===== src/rtl/fp16_adder.sv =====
// Registered binary16 adder/subtractor: a combinational align/add/normalize/round
// core feeding one output register, with RNE rounding and full special handling.
module fp16_adder (
   input  logic        clk,
   input  logic        rst,
   input  logic [15:0] a,
   input  logic [15:0] b,
   input  logic        sub,
   output logic [15:0] s
);

   logic [15:0] b_eff, l_op, s_op, s_d, s_q;
   logic        a_nan, b_nan, a_inf, b_inf, swap, eff_sub, rnd_up;
   logic [4:0]  el, es, d, lzc, sh, e_fld;
   logic [13:0] ml, ms, ms_al, norm;
   logic [27:0] ext;
   logic [14:0] sum, packed_r;
   logic [5:0]  e_res;

   always_comb begin
      b_eff = {b[15] ^ sub, b[14:0]};
      a_nan = (a[14:10] == 5'h1F) && (a[9:0] != 10'd0);
      b_nan = (b_eff[14:10] == 5'h1F) && (b_eff[9:0] != 10'd0);
      a_inf = (a[14:0] == 15'h7C00);
      b_inf = (b_eff[14:0] == 15'h7C00);

      swap = b_eff[14:0] > a[14:0];
      l_op = swap ? b_eff : a;
      s_op = swap ? a : b_eff;
      el   = (l_op[14:10] == 5'd0) ? 5'd1 : l_op[14:10];
      es   = (s_op[14:10] == 5'd0) ? 5'd1 : s_op[14:10];
      // significand layout: hidden bit, 10 fraction bits, guard, round, sticky
      ml   = {(l_op[14:10] != 5'd0), l_op[9:0], 3'b000};
      ms   = {(s_op[14:10] != 5'd0), s_op[9:0], 3'b000};
      d    = el - es;

      ext = {ms, 14'd0} >> d;
      if (d >= 5'd14) ms_al = {13'd0, |ms};
      else            ms_al = ext[27:14] | {13'd0, |ext[13:0]};

      eff_sub = l_op[15] ^ s_op[15];
      sum     = eff_sub ? ({1'b0, ml} - {1'b0, ms_al}) : ({1'b0, ml} + {1'b0, ms_al});

      lzc = 5'd14;
      for (int i = 0; i < 14; i++)
         if (sum[i]) lzc = 5'(13 - i);

      sh = 5'd0;
      if (sum[14]) begin
         norm  = {sum[14:2], sum[1] | sum[0]};
         e_res = {1'b0, el} + 6'd1;
         e_fld = e_res[4:0];
      end else begin
         // never shift below exponent 1; what remains unnormalized is a subnormal
         sh    = (lzc < el - 5'd1) ? lzc : el - 5'd1;
         norm  = sum[13:0] << sh;
         e_res = {1'b0, el} - {1'b0, sh};
         e_fld = norm[13] ? e_res[4:0] : 5'd0;
      end

      // adding the round bit to the packed exp/frac carries naturally into the
      // exponent, covering mantissa overflow, subnormal->normal and overflow to Inf
      rnd_up   = norm[2] & (norm[3] | norm[1] | norm[0]);
      packed_r = {e_fld, norm[12:3]} + {14'd0, rnd_up};

      s_d = {l_op[15], packed_r};
      if (e_res >= 6'd31) s_d = {l_op[15], 15'h7C00};
      if (sum == 15'd0)   s_d = eff_sub ? 16'h0000 : {l_op[15], 15'd0};

      if (a_inf && b_inf) s_d = (a[15] == b_eff[15]) ? a : 16'h7E00;
      else if (a_inf)     s_d = a;
      else if (b_inf)     s_d = b_eff;
      if (a_nan || b_nan) s_d = 16'h7E00;
   end

   always_ff @(posedge clk or posedge rst) begin
      if (rst) s_q <= 16'h0000;
      else     s_q <= s_d;
   end

   assign s = s_q;

endmodule


===== config.mk =====
export PLATFORM = sky130hd
export DESIGN_NAME = fp16_adder
export DESIGN_NICKNAME = d
export VERILOG_FILES = /design/src/rtl/fp16_adder.sv
export SDC_FILE = /design/constraint.sdc
export NUM_CORES = 1
export LEC_CHECK = 0
export CAP_MARGIN = 5
export CORE_MARGIN = 5
export CORE_UTILIZATION = 45
export CTS_CLUSTER_DIAMETER = 60
export DETAILED_ROUTE_END_ITERATION = 6
export GPL_ROUTABILITY_DRIVEN = 0
export SKIP_LAST_GASP = 1
export SYNTH_ARGS = -nofsm -noshare
export SYNTH_HDL_FRONTEND = slang
export SYNTH_SLANG_ARGS = --single-unit

===== constraint.sdc =====
create_clock -name clk -period 0.8 [get_ports clk]
set_input_delay 0.08 -clock clk [delete_from_list [all_inputs] [get_ports clk]]
set_output_delay 0.08 -clock clk [all_outputs]
set_load 0.02 [all_outputs]

# Yosys cells after proc, flatten, opt, wreduce, memory -nomap -nowiden
# Cells that the tools add are included.
[word_totals] output_inout_bits=16 ff_bits=16 wordCells=72 inputBits=35
[op_classes] n_eq_ne=5 magnitude_cmp=4 addsub=7 n_shift=2 n_mux=33 n_bitwise=7 n_reduce_logical=13
[op_table] operator="16-bit two-way mux" n=9
[op_table] operator="5-bit two-way mux" n=18
[op_table] operator="15-bit == test (second input constant)" n=2
[op_table] operator="15-bit two-way mux" n=2
[op_table] operator="28-bit by 5-bit right shift with 28-bit output" n=1
[op_table] operator="10-bit nonzero test" n=2
[op_table] operator="14-bit by 14-bit adder with 15-bit output" n=1
[op_table] operator="15-bit by 1-bit adder with 15-bit output" n=1
[op_table] operator="15-bit greater-than comparator" n=1
[op_table] operator="15-bit zero test" n=1
[op_table] operator="14-bit by 14-bit subtractor with 15-bit output" n=1
[op_table] operator="14-bit two-way mux" n=1
[op_table] operator="14-bit by 1-bit OR with 14-bit output" n=1
[op_table] operator="14-bit OR reduction" n=1
[op_table] operator="14-bit by 5-bit << shifter with 14-bit output" n=1
[op_table] operator="13-bit two-way mux" n=1
[op_table] operator="11-bit OR reduction" n=1
[op_table] operator="5-bit == test (second input constant)" n=2
[op_table] operator="5-bit zero test" n=2
[op_table] operator="5-bit nonzero test" n=2
[op_table] operator="5-bit by 1-bit adder with 6-bit output (second input constant)" n=1
[op_table] operator="6-bit by 5-bit >= comparator with 1-bit output (second input constant)" n=1
[op_table] operator="6-bit two-way mux" n=1
[op_table] operator="5-bit by 5-bit subtractor with 6-bit output" n=1
[op_table] operator="11 further kinds" n=16

# Longest topological paths before layout
# Gate-level depths: netlist of run 1.
[depth] word_depth=39 mapped_depth=64

# Worst setup path after synthesis of run 1
# OpenSTA, ideal clock, no wires.
[synth_timing] kind="input to register" from="input port a[14]" to="register s_q[4] (netlist: s[4])" arrival_time_ps=11449 setup_slack_ps=-10737 required_time_ps=712 setup_ps=88 cell_stages=59 path_buffers=3 cell_sequence="inv_1 ha_1 nand4_1 o21bai_1 nor3_2 o21ai_2 mux2i_1 inv_1 nor3_1 nand2_1 nand2_1 inv_1 ha_1 inv_1 fa_1 xor2_2 nand2_1 or2_1 (+23 left out) a41oi_4 or3_1 buf_4 nand2_1 buf_2 inv_1 ha_1 nor2b_1 o21ai_0 nand2b_1 xnor2_1 nor4_1 a221oi_1 a21o_1 nand3_1 or3_1 clkbuf_1 nor3b_1"
[synth_between] elab_chain_cells=39 elab_cells_between_ends=60 cone_classes="add/sub: 7; order compare: 4; eq/ne: 2; shift: 2; mux: 29; bitwise: 6; reduce/logical: 10"
[synth_rtl] item="from (decl)" line_no="6" rtl="input logic [15:0] a,"
[synth_rtl] item="15-bit greater-than comparator" line_no="27" rtl="swap = b_eff[14:0] > a[14:0];"
[synth_rtl] item="16-bit two-way mux, on equally long branches" line_no="28, 29"
[synth_rtl] item="5-bit zero test, on equally long branches" line_no="30, 31"
[synth_rtl] item="5-bit two-way mux, on equally long branches" line_no="30, 31"
[synth_rtl] item="5-bit subtractor" line_no="35" rtl="d = el - es;"
[synth_rtl] item="28-bit by 5-bit right shift with 28-bit output" line_no="37" rtl="ext = {ms, 14'd0} >> d;"
[synth_rtl] item="14-bit OR reduction" line_no="39" rtl="else ms_al = ext[27:14] | {13'd0, |ext[13:0]};"
[synth_rtl] item="14-bit by 1-bit OR with 14-bit output" line_no="39"
[synth_rtl] item="(+24 left out)"
[synth_rtl] item="15-bit by 1-bit adder with 15-bit output" line_no="64" rtl="packed_r = {e_fld, norm[12:3]} + {14'd0, rnd_up};"
[synth_rtl] item="15-bit two-way mux" line_no="67" rtl="if (e_res >= 6'd31) s_d = {l_op[15], 15'h7C00};"
[synth_rtl] item="16-bit two-way mux" line_no="68" rtl="if (sum == 15'd0) s_d = eff_sub ? 16'h0000 : {l_op[15], 15'd0};"
[synth_rtl] item="16-bit two-way mux" line_no="72" rtl="else if (b_inf) s_d = b_eff;"
[synth_rtl] item="16-bit two-way mux" line_no="71" rtl="else if (a_inf) s_d = a;"
[synth_rtl] item="16-bit two-way mux" line_no="70" rtl="if (a_inf && b_inf) s_d = (a[15] == b_eff[15]) ? a : 16'h7E00;"
[synth_rtl] item="16-bit two-way mux *" line_no="73" rtl="if (a_nan || b_nan) s_d = 16'h7E00;"
[synth_rtl] item="named net s_d[4]" line_no="12" rtl="logic [15:0] b_eff, l_op, s_op, s_d, s_q;"
[synth_rtl] item="to (signal assigned)" line_no="77" rtl="if (rst) s_q <= 16'h0000;"
[synth_rtl] item="to (signal assigned)" line_no="78" rtl="else s_q <= s_d;"
[synth_rtl] item="to (decl)" line_no="12"
# The timed path passes the listed nets; every way through them passes the cells marked *.

# Worst setup path in the final report of run 1
[layout_timing] from="input port b[11]" to="register s_q[13] (netlist: s[13])"
[layout_between] elab_chain_cells=39 elab_cells_between_ends=62 cone_classes="add/sub: 7; order compare: 4; eq/ne: 2; shift: 2; mux: 31; bitwise: 6; reduce/logical: 10"
[layout_rtl] item="from (decl)" line_no="7" rtl="input logic [15:0] b,"
[layout_rtl] item="15-bit greater-than comparator" line_no="27"
[layout_rtl] item="16-bit two-way mux, on equally long branches" line_no="28, 29"
[layout_rtl] item="5-bit zero test, on equally long branches" line_no="30, 31"
[layout_rtl] item="5-bit two-way mux, on equally long branches" line_no="30, 31"
[layout_rtl] item="5-bit subtractor" line_no="35"
[layout_rtl] item="28-bit by 5-bit right shift with 28-bit output" line_no="37"
[layout_rtl] item="14-bit OR reduction" line_no="39"
[layout_rtl] item="14-bit by 1-bit OR with 14-bit output" line_no="39"
[layout_rtl] item="(+24 left out)"
[layout_rtl] item="15-bit by 1-bit adder with 15-bit output" line_no="64"
[layout_rtl] item="15-bit two-way mux" line_no="67"
[layout_rtl] item="16-bit two-way mux" line_no="68"
[layout_rtl] item="16-bit two-way mux" line_no="72"
[layout_rtl] item="16-bit two-way mux" line_no="71"
[layout_rtl] item="16-bit two-way mux" line_no="70"
[layout_rtl] item="16-bit two-way mux *" line_no="73"
[layout_rtl] item="named net s_d[13]" line_no="12"
# Marks and branches as above.

==> results.py, run 1 <==
metrics = {
    "outcome": {
        "status": "finished with violations",
        "violations": "DRC, setup timing",
    },
    "timing": {
        "holdWs_ps": 149,
        "setup_slack_ps": -9790,
        "slew_headroom_pct": 42.5,
        "fin_crit_sh_pct": 1320,
        "max_freq_ghz": 0.0944,
        "worstMarginPinSlew_ps": 854,
        "grt_setup_unrepaired": "true",
        "slew_viol_final": 0,
        "hold_viol": 0,
        "final.min_clock_period_ps": 10590,
        "setup_violations": 32,
    },
    "logic_synthesis": {
        "yosys.area.top_type_share_pct": 10.2,
        "ys_seq_area_share_pct": 6.13,
        "synth-simple-area-share_pct": 27.7,
        "synth-xor-area-share_pct": 4.12,
        "ys_top_cells_by_area": "ha_1 (10%), dfrtp_1 (6.1%), a21oi_1 (4.8%)",
        "netlist_area_um2": 6530,
        "synth_flop_cell": "dfrtp_1",
        "synthCells": 933,
        "yosysWarnings": 0,
        "synth.distinct_cells": 105,
        "synth_top_family_by_area": "compound AO/OA/AOI/OAI gates",
        "synth-edff-count": 0,
        "synth_area_leader_cell": "ha_1",
        "synthAdderAreaFrac_pct": 11.1,
        "synth-seq-cells": 16,
        "synth.most_common_cell": "nor2_1",
        "synth_compound_area_share_pct": 39.0,
        "synth-async-reset-ratio_pct": 100,
        "synthTopCellsByCount": "nor2_1 (83), nand2_1 (76), a21oi_1 (63), o21ai_0 (63), inv_1 (57)",
        "synth_nets": 1024,
        "avgSynthCellArea_um2": 7.00,
        "muxShareOfSynthArea_pct": 5.32,
    },
    "die": {
        "ios": 51,
        "rows": 44,
        "dieArea_um2": 17000,
        "die_x_um": 130,
        "die_y_um": 130,
        "initial_utilization_pct": 45.5,
        "core_area_um2": 14400,
    },
    "cts": {
        "cts-root-buf": "clkbuf_16",
        "cts.sinks": 16,
        "cts_tree": "yes",
        "ctsHtreeMaxLevel": 1,
        "cts_hold_buffers": 0,
        "cts.clk_slew.worst_paths_ps": 50,
        "cts.path.max_buffers": 2,
        "numCtsBuffers": 3,
    },
    "critical_path": {
        "crit_fanout": 6,
        "cp_slowest_stage_delay_ps": 520,
        "end_kind": "flip-flop",
        "startpoint_type": "input pin",
        "cp.arrival_ps": 10720,
        "cp_common_cell": "ha_4",
        "critPathKind": "input pin to flip-flop",
        "crit_slowest_cell": "or4_4",
        "required_ps": 930,
    },
    "power": {
        "power_frac_seq_pct": 3.3,
        "switching_power_mw": 22.0,
        "power_mw": 42.9,
        "max-vdd-ir-drop_v": 0.00215,
        "power_density_nw_per_um2": 3650,
        "p_clk_share_pct": 2.5,
        "leakage_nw": 5.37,
        "internal_power_mw": 20.9,
        "p_sw_share_pct": 51.2,
        "combPwrFrac_pct": 94.1,
    },
    "routing": {
        "wl_per_cell_um": 20.7,
        "post-route-drc-count": 3,
        "postRouteAntennaNets": 0,
        "wirelength_um": 32800,
        "vias": 10200,
        "vias_per_cell": 6.43,
        "drtIter0Drc": 1319,
        "first_pass_iters": 7,
    },
    "hold_path": {
        "hp-class": "input pin to asynchronous set/reset pin",
    },
    "global_routing": {
        "grt-ovfl-total": 0,
        "met3_usage_pct": 5.98,
        "met1_usage_pct": 44.3,
        "busiest_layer": "met2",
        "grt_pass1_vias": 9884,
        "antenna_found_initial": 1,
        "grt_max_degree": 22,
        "use_met2_pct": 60.4,
        "grt_pass1_wl_um": 49500,
        "grt_use_total_pct": 35.3,
    },
    "cells_and_area": {
        "regArea_um2": 400,
        "design_area_um2": 11800,
        "multi_input_area_um2": 6720,
        "largest_register_ffs": 16,
        "area_growth_pct": 79.9,
        "num_antenna_cells": 0,
        "nNetsFinal": 1497,
        "nFillCells": 897,
        "drive_above_1_share_pct": 51.0,
    },
    "placement": {
        "port_buffers": 50,
        "placed_cell_area_um2": 10500,
        "dp_hpwl_um": 23500,
    },
    "job": {
        "maxCapViolCount": 0,
    },
}
logic make-up after synthesis:
group / after synthesis
buffers and inverters: 106
flip-flops: 16
XOR/XNOR: 29
AO/OA/AOI/OAI: 346
multiplexers: 30
adder cells (fa/ha/maj): 56
AND/OR/NAND/NOR: 350
layout by cell type, fill, tap and decap left out, types with 7 or more instances in the layout:
master / n
and3_1: 11
nand2_1: 68
nand2_2: 7
xnor2_1: 15
buf_4: 439
mux2i_1: 15
buf_6: 41
a211oi_1: 23
nor2_2: 9
nand4_1: 10
clkbuf_2: 9
a31oi_1: 7
ha_4: 19
ha_1: 31
or3_1: 8
o21ai_0: 52
a21oi_2: 9
buf_2: 7
or3_4: 7
inv_2: 17
a22o_1: 8
or2_2: 9
xor2_1: 9
o211ai_1: 21
a21oi_1: 51
o21a_1: 9
a21o_1: 9
nor2_1: 73
dfrtp_1: 16
nand3_1: 29
nor3_1: 22
o21ai_1: 10
nand2b_1: 20
inv_1: 36
nor4_1: 8
worst max path at each step:
stage                from     to  slack [ps]  depth (start not counted)
finish              b[11]  s[13]       -9790                         58
floorplan           a[14]  s[14]       -9740                         54
global route         a[1]  s[13]      -10220                         60
global placement    a[14]  s[13]      -10040                         55
detailed placement  a[14]  s[13]      -10470                         58
CTS                 a[13]  s[12]       -9490                         56
final cells by class:
cell class	count	area share, %
multi-input combinational	811	57.2
tap	184	1.96
sequential	16	3.41
timing repair buffer	513	34.5
inverter	61	2.18
clock buffer	4	0.756
through the flow:
stage               TNS [ps]  setup slack, ps  cells  utilization [%]
global placement     -159300           -10040   1515             72.8
floorplan            -150820            -9740    933                -
global route         -159200           -10220   1589             81.8
CTS                  -147390            -9490   1565             78.8
finish               -152100            -9790   1589             81.8
detailed placement   -166600           -10470   1515             72.8
critical path: cells and delay by family:
kind / cells / cell delay (ps)
XOR/XNOR: 2 / 350
AO/OA/AOI/OAI: 18 / 3170
adder cells (fa/ha/maj): 7 / 1770
buffers and inverters: 8 / 750
AND/OR/NAND/NOR: 21 / 4150
multiplexers: 2 / 420
power groups by stage:
| stage | Combinational, mW | Clock, mW | Sequential [mW] |
|---|---|---|---|
| 3_3_place_gp | 32.4 | 0 | 1.33 |
| 4_1_cts | 35.7 | 1.09 | 1.43 |
| 3_5_place_dp | 33.4 | 0 | 1.35 |
| 6_report | 40.4 | 1.09 | 1.44 |
| 5_1_grt | 42.2 | 1.14 | 1.46 |
| 2_1_floorplan | 17.5 | 0 | 1.80 |
metal layers:
layer	up-vias	part of all wire (%)
met5	-	0.040
met3	200	8.9
li1	4543	-
met2	668	47
met4	2	5.5
met1	4797	38
repair_timing:
action / CTS / global route
setup endpoints to repair: 32 / 32
pin swaps: 57 / 49
cloned: 0 / 0
buffers inserted: 48 / 27
hold endpoints to repair: 0 / 0
resized for setup: 280 / 82
(Power assumes the default switching activity.)
==> run 2, diff against run 1 <==
- DONT_BUFFER_PORTS: default -> 1
==> results.py, run 2 (same netlist as run 1, synthesis figures left out) <==
metrics = {
    "global_routing": {
        "grt-ovfl-total": 0,
        "antenna_found_initial": 0,
        "busiest_layer": "met2",
        "grt_max_degree": 22,
        "met1_usage_pct": 41.2,
        "met3_usage_pct": 6.22,
        "grt_pass1_wl_um": 46000,
        "grt_use_total_pct": 32.7,
        "grt_pass1_vias": 9424,
        "use_met2_pct": 55.1,
    },
    "cells_and_area": {
        "largest_register_ffs": 16,
        "nNetsFinal": 1386,
        "area_growth_pct": 61.9,
        "layout_common_cells": "buf_4 (392), nor2_1 (73), nand2_1 (70)",
        "drive_above_1_share_pct": 45.9,
        "regArea_um2": 400,
        "multi_input_area_um2": 6530,
        "design_area_um2": 10600,
        "layout_commonest_cell": "buf_4",
        "num_antenna_cells": 0,
        "nFillCells": 1075,
    },
    "timing": {
        "hold_viol": 0,
        "final.min_clock_period_ps": 10190,
        "max_freq_ghz": 0.0981,
        "setup_slack_ps": -9390,
        "worstMarginPinSlew_ps": 879,
        "grt_setup_unrepaired": "true",
        "setup_violations": 16,
        "slew_viol_final": 0,
        "fin_crit_sh_pct": 1270,
        "slew_headroom_pct": 40.8,
    },
    "placement": {
        "dp_hpwl_um": 22700,
        "placed_cell_area_um2": 9730,
        "dp_slack_ps": -9740,
        "port_buffers": 0,
    },
    "outcome": {
        "status": "finished with violations",
        "violations": "setup timing",
    },
    "cts": {
        "cts.sinks": 16,
        "cts_tree": "yes",
        "cts.path.max_buffers": 2,
        "numCtsBuffers": 3,
        "cts.clk_slew.worst_paths_ps": 50,
        "ctsHtreeMaxLevel": 1,
        "cts-root-buf": "clkbuf_16",
    },
    "routing": {
        "vias": 9379,
        "wl_per_cell_um": 19.8,
        "drtIter0Drc": 1042,
        "postRouteAntennaNets": 0,
        "post-route-drc-count": 0,
        "wirelength_um": 29300,
        "first_pass_iters": 5,
        "vias_per_cell": 6.35,
    },
    "critical_path": {
        "startpoint_type": "input pin",
        "required_ps": 960,
        "crit_fanout": 16,
        "critPathKind": "input pin to flip-flop",
        "end_kind": "flip-flop",
        "cp.arrival_ps": 10350,
        "crit_slowest_cell": "or4b_4",
        "cp_slowest_stage_delay_ps": 570,
    },
    "die": {
        "core_area_um2": 14400,
        "initial_utilization_pct": 45.5,
        "die_x_um": 130,
        "ios": 51,
        "dieArea_um2": 17000,
        "rows": 44,
        "die_y_um": 130,
    },
    "hold_path": {
        "hp-class": "input pin to flip-flop",
    },
    "power": {
        "power_density_nw_per_um2": 3760,
        "power_mw": 39.8,
        "max-vdd-ir-drop_v": 0.00282,
        "leakage_nw": 4.79,
    },
    "job": {
        "maxCapViolCount": 0,
    },
}
[run 2: cell types whose count changed in the layout (fill, tap and decap cells not counted), sizes merged]
| cell | before | now |
|---|---|---|
| buf | 492 | 401 |
| clkbuf | 13 | 4 |
| clkdlybuf4s15 | 7 | 0 |
| clkdlybuf4s50 | 4 | 0 |
| clkinvlp | 0 | 1 |
| dlygate4sd2 | 1 | 0 |
| dlygate4sd3 | 0 | 1 |
| inv | 60 | 59 |
[run 2: worst paths after layout]
| kind | start | end | slack (ps) | cells after the start |
|---|---|---|---|---|
| max | a[12] | s[14] | -9390 | 52 |
| min | a[15] | s[9] | 90 | 3 |
| max in group asynchronous | rst | s[2] | 280 | 2 |
| min in group asynchronous | rst | s[15] | 300 | 2 |
[run 2: through the flow]
stage	std cells	utilization, %	setup TNS, ps	hold WS, ps
5_1_grt	1478	73.6	-152850	99.0
2_1_floorplan	933	-	-150820	-6.26
6_report	1478	73.6	-145130	90.2
3_5_place_dp	1436	67.7	-151980	54.1
4_1_cts	1459	70.7	-142690	97.1
3_3_place_gp	1436	67.7	-146270	29.3
[run 2: layer usage]
layer / share of wire [%] / wire, um
met1: 39 / 11500
met2: 46 / 13400
met3: 9.7 / 2830
met4: 5.2 / 1510
met5: 0 / 0
[run 2: timing repair]
item,in CTS,in global routing
resized for setup,42,69
hold buffers,1,0
endpoints found under the hold margin,16,0
cloned,1,0
buffers inserted,19,19
pin swaps,22,21
endpoints found under the setup margin,16,32
[run 2: final cells by class]
cell class                      count  area share (%)
Inverter                           61            2.58
Multi-Input combinational cell    811            61.7
Tap cell                          184            2.18
Sequential cell                    16            3.79
Timing Repair Buffer              402            28.9
Clock buffer                        4           0.840
[run 2: critical path, delay by kind of cell]
family | cells | cell delay (ps)
buffers and inverters | 9 | 900
adder cells (fa/ha/maj) | 6 | 1560
XOR/XNOR | 1 | 170
AND/OR/NAND/NOR | 15 | 3790
AO/OA/AOI/OAI | 21 | 3820
[run 2: power breakdown]
part | leakage (nW) | switching, mW | internal [mW]
Clock | 0.0442 | 0.309 | 0.759
Combinational | 4.55 | 19.5 | 17.4
Sequential | 0.195 | 0.612 | 1.24
